==> config.mk <==
export PLATFORM = sky130hd
export DESIGN_NAME = tap_controller
export DESIGN_NICKNAME = d
export VERILOG_FILES = /design/src/rtl/tap_controller.sv
export SDC_FILE = /design/constraint.sdc
export NUM_CORES = 1
export LEC_CHECK = 0
export BUFFER_PORTS_ARGS = -buffer_cell sky130_fd_sc_hd__buf_2
export CAP_MARGIN = 10
export CORE_AREA = 2 2 39 41
export CTS_CLUSTER_SIZE = 16
export DETAILED_ROUTE_END_ITERATION = 6
export DIE_AREA = 0 0 41 43
export PLACE_DENSITY_LB_ADDON = 0.25
export SYNTH_ARGS = -nofsm -noshare
export SYNTH_HDL_FRONTEND = slang
export SYNTH_SLANG_ARGS = --single-unit
==> constraint.sdc <==
create_clock -name TCLK -period 2.55 [get_ports TCLK]
set_input_delay 0.255 -clock TCLK [delete_from_list [all_inputs] [get_ports TCLK]]
set_output_delay 0.255 -clock TCLK [all_outputs]
set_load 0.02 [all_outputs]
==> src/rtl/tap_controller.sv <==
// IEEE 1149.1-style TAP controller: 16-state TMS-driven FSM with IR/DR control strobes.
// Optional TapState [3:0] state-code output when TAP_STATE_OUT_EN is defined.
module tap_controller (
  input  logic       TCLK,
  input  logic       RstBar,
  input  logic       TMS,
  output logic       ShiftIR,
  output logic       ClockIR,
  output logic       UpdateIR,
  output logic       ShiftDR,
  output logic       ClockDR,
  output logic       UpdateDR,
  output logic       Select,
  output logic       Enable,
  output logic       TapRstBar
`ifdef TAP_STATE_OUT_EN
  ,
  output logic [3:0] TapState
`endif
);

  typedef enum logic [3:0] {
    TLR      = 4'hF,
    RTI      = 4'hC,
    SEL_DR   = 4'h7,
    CAP_DR   = 4'h6,
    SH_DR    = 4'h2,
    EX1_DR   = 4'h1,
    PAUSE_DR = 4'h3,
    EX2_DR   = 4'h0,
    UPD_DR   = 4'h5,
    SEL_IR   = 4'h4,
    CAP_IR   = 4'hE,
    SH_IR    = 4'hA,
    EX1_IR   = 4'h9,
    PAUSE_IR = 4'hB,
    EX2_IR   = 4'h8,
    UPD_IR   = 4'hD
  } tap_state_e;

  tap_state_e state, nxt_state;

  always_ff @(posedge TCLK or negedge RstBar) begin
    if (!RstBar) state <= TLR;
    else         state <= nxt_state;
  end

  always_comb begin
    nxt_state = TLR;
    case (state)
      TLR:      nxt_state = TMS ? TLR    : RTI;
      RTI:      nxt_state = TMS ? SEL_DR : RTI;
      SEL_DR:   nxt_state = TMS ? SEL_IR : CAP_DR;
      CAP_DR:   nxt_state = TMS ? EX1_DR : SH_DR;
      SH_DR:    nxt_state = TMS ? EX1_DR : SH_DR;
      EX1_DR:   nxt_state = TMS ? UPD_DR : PAUSE_DR;
      PAUSE_DR: nxt_state = TMS ? EX2_DR : PAUSE_DR;
      EX2_DR:   nxt_state = TMS ? UPD_DR : SH_DR;
      UPD_DR:   nxt_state = TMS ? SEL_DR : RTI;
      SEL_IR:   nxt_state = TMS ? TLR    : CAP_IR;
      CAP_IR:   nxt_state = TMS ? EX1_IR : SH_IR;
      SH_IR:    nxt_state = TMS ? EX1_IR : SH_IR;
      EX1_IR:   nxt_state = TMS ? UPD_IR : PAUSE_IR;
      PAUSE_IR: nxt_state = TMS ? EX2_IR : PAUSE_IR;
      EX2_IR:   nxt_state = TMS ? UPD_IR : SH_IR;
      UPD_IR:   nxt_state = TMS ? SEL_DR : RTI;
      default:  nxt_state = TLR;
    endcase
  end

  // Strobes decoded straight from state so they are valid for the whole cycle.
  always_comb begin
    ClockIR  = 1'b1;
    ClockDR  = 1'b1;
    UpdateIR = 1'b0;
    UpdateDR = 1'b0;
    Select   = 1'b0;
    case (state)
      CAP_IR, SH_IR: begin
        ClockIR = 1'b0;
        Select  = 1'b1;
      end
      UPD_IR: begin
        UpdateIR = 1'b1;
        Select   = 1'b1;
      end
      SEL_IR, EX1_IR, PAUSE_IR, EX2_IR: Select = 1'b1;
      CAP_DR, SH_DR:                    ClockDR = 1'b0;
      UPD_DR:                           UpdateDR = 1'b1;
      default: ;
    endcase
  end

  // Falling-edge copies keep shift select and TDO enable stable across the next rising edge.
  always_ff @(negedge TCLK or negedge RstBar) begin
    if (!RstBar) begin
      ShiftIR   <= 1'b0;
      ShiftDR   <= 1'b0;
      Enable    <= 1'b0;
      TapRstBar <= 1'b0;
    end else begin
      ShiftIR   <= (state == SH_IR);
      ShiftDR   <= (state == SH_DR);
      Enable    <= (state == SH_IR) || (state == SH_DR);
      TapRstBar <= (state != TLR);
    end
  end

`ifdef TAP_STATE_OUT_EN
  assign TapState = state;
`endif

endmodule

# After elaboration in Yosys (flattened, before gate mapping)
# Cells that the tools add are included.
op_classes:
  n_eq_ne: 16
  mux: 18
  reduce_logical: 6
ops:
  columns: ["operator", "count"]
  rows:
  - ["$pmux 4 s12", 1]
  - ["$eq 4x4->1 const B", 8]
  - ["$eq 4x3->1 const B", 4]
  - ["$mux 2", 6]
  - ["$mux 3", 4]
  - ["$eq 4x2->1 const B", 2]
  - ["$reduce_or 7->1", 1]
  - ["$mux 1", 6]
  - ["$eq 4x1->1 const B", 1]
  - ["$logic_not 4->1", 1]
  - ["$mux 4", 1]
  - ["$ne 4x4->1 const B", 1]
  - ["$reduce_or 2->1", 2]
  - ["$reduce_or 3->1", 1]
  - ["$logic_or 1x1->1", 1]
word_totals:
  register_bits: 8
  in_bits: 3
  out_inout_bits: 9

# Depth between registers and ports, before layout
logic_depth:
  word_depth: 3
  mapped_depth: 4
  ltp_nobuf: 3

==> summary.md <==
| Metric | Value |
|---|---|
| Initial DRT Pass Iterations | `4` |
| Peak VDD IR | `0.4892 mV` |
| Final WL | `747 µm` |
| Total number of vias | `317` |
| WL met2 | `395 µm` |
| Pwr Total | `0.0006461 W` |
| Post-synth top area share | `25.69%` |
| Remaining DRCs | `0` |
| Status | `complete, no violations` |
| RSZ-0062 raised after global routing | `false` |
| Die Y | `43 µm` |
| M1 WL | `345 µm` |
| Remaining Overflow, GRT | `0` |
| Final slew viol count | `0` |
| Tot GR Track Use | `11.14%` |
| Synth top area cells | `dfstp_2, dfrtn_1, or3b_1, a21oi_1, buf_2` |
| Share of layout cells above drive strength 1 | `40.38%` |
| First-pass GRT wire length | `1221 µm` |
| Final setup skew | `19.22 ps` |
| Number of setup buffers added after CTS | `0` |
| Register area share after synthesis | `50.15%` |
| # IOs | `12` |
| Pin count of the biggest net entering global routing | `14` |
| Clock Path Buffers | `2` |
| Hold Buf Count CTS | `0` |
| Clk root buf | `clkbuf_4` |
| Clk Latency, worst-skew pair | `260 ps` |
| Gate Count Post-Synth | `41` |
| CTS tree | `built` |
| Max Cap Viol | `0` |
| Final Non-Filler Cells | `68` |
| Syn Std Cell Area | `409.1 µm²` |
| Rel. slew slack | `86.89%` |
| Starting density of the core | `29.57%` |
| Met3 wire len | `7 µm` |
| WHS | `35.01 ps` |
| HP Class | `primary input to async pin` |
| Slew @ Worst Pin | `196.7 ps` |
| Gp weighted congestion | `0.6960` |
| CP required | `1380 ps` |
| Yosys warning count | `0` |
| First DRT Iteration DRCs | `9` |
| CTS Buf Count | `3` |
| Post-DP HPWL | `508.7 µm` |
| # rows | `14` |
| CTS H-tree lvls | `1` |
| Ant. Diodes | `0` |
| Die area | `1763 µm²` |
| Port-buffer cells | `11` |
| Post-DR vias/cell | `4.662` |
| Post-CTS Resized | `0` |
| Post-synthesis register bit count | `8` |
| Dominant cell type by area after synthesis | `dfstp_2` |
| WL/cell | `10.99 µm` |
| Setup CP Type | `flip-flop to flip-flop` |
| Final Hold Violating Endpoints | `0` |
| Power Density | `1334 nW/µm²` |
| Reg clk slew, reported paths | `60 ps` |
| Die W | `41 µm` |
| Worst setup SP type | `flip-flop` |
| Setup crit end kind | `flip-flop` |
| Fin Setup TNS | `0 ps` |
| Vias in the first global route | `262` |
| LEAKAGE | `0.2342 nW` |
| Cell variety after synth | `25` |
| Setup violators final | `0` |
| CTS Sinks | `8` |
| CP max FO | `11` |
| Core Region | `1384 µm²` |
| Syn avg cell area | `9.979 µm²` |
| Top Layer Used | `met3` |
| Placed insts | `64` |
| Synthesized net count | `44` |
| CP arrival | `1250 ps` |
| Initial antenna violation count | `0` |
| Number of routed nets with antenna violations | `0` |
| Area Growth Syn to Fin | `18.35%` |
| Nets | `56` |
==> state kept, by name, summed over array words and instances, names as in the netlist <==
name,cells
Enable,1
ShiftIR,1
state,4
ShiftDR,1
TapRstBar,1
==> cell families after synthesis <==
logic type,Yosys count,synth area share (%)
flops,8,50.15
simple gates,17,25.69
buf+inv,6,8.256
compound gates,10,15.90
==> path summary, 6_finish.rpt <==
path / start / endpoint / slack, ps / cells past startpoint
worst min-delay path: RstBar / state[1] / 40 / 1
worst max register to register: state[0] / ShiftIR / 130 / 3
max in group asynchronous: RstBar / ShiftDR / 1370 / 1
worst max-delay path: state[0] / ShiftIR / 130 / 3
worst min register to register: state[2] / state[2] / 630 / 2
min in group TCLK: TMS / state[3] / 350 / 3
==> cell usage after synthesis <==
cell      count
nand3b_1      1
nor2_1        1
nand2_1       4
and3b_1       1
a31o_2        1
nor3b_1       1
a21oi_1       3
buf_2         3
nand2b_2      1
dfrtn_1       4
o22a_1        1
inv_1         2
buf_6         1
a21o_1        1
nor3_1        1
nor2b_1       1
dfstp_2       4
or2_2         1
a211o_1       1
nand4_1       1
or3b_1        2
nand2b_1      1
a31oi_1       1
and2_1        1
o21ai_0       2
==> final cells by class <==
cell class,instances,area [µm²]
multi-input cells,27,170.2
flip-flops and latches,8,205.2
repair buffers,11,55.05
fillers,140,899.6
well taps,16,20.02
clock buffers,4,26.28
inverters,2,7.507
==> metrics by stage <==
stage / utilization [%] / instance area [µm²] / worst slack, ps
floorplan: - / 409.1 / 147.9
global placement: 33.09 / 457.9 / 166.4
detailed placement: 33.09 / 457.9 / 149.3
CTS: 34.99 / 484.2 / 139.9
global route: 34.99 / 484.2 / 54.35
finish: 34.99 / 484.2 / 134.9
==> critical path, stage by stage (launching register included) <==
cell and delay (ps):
dfstp_2 610, nand2b_2 180, nor2_1 50, and2_1 150
==> cell usage in the layout (no fill, tap or decap), types with 2 or more instances in the layout <==
cell      netlist  routed
dfstp_2         4       4
o21ai_0         2       2
inv_1           2       2
clkbuf_4        0       3
or3b_1          2       2
buf_2           3      11
a21oi_1         3       3
dfrtn_1         4       4
nand2_1         4       4
==> power breakdown <==
part           leakage [nW]  switching [W]  internal (W)
sequential           0.0924      0.0000828      0.000199
combinational         0.127       0.000145      0.000115
clock                0.0150      0.0000437     0.0000599
==> routing by layer <==
layer  global-route usage, %  up-vias
met5                       0        -
met4                   8.000        0
met3                   6.283        0
met2                   13.75        1
met1                   13.91      152
li1                        -      164
No activity file was read; power rests on OpenSTA's default activity.
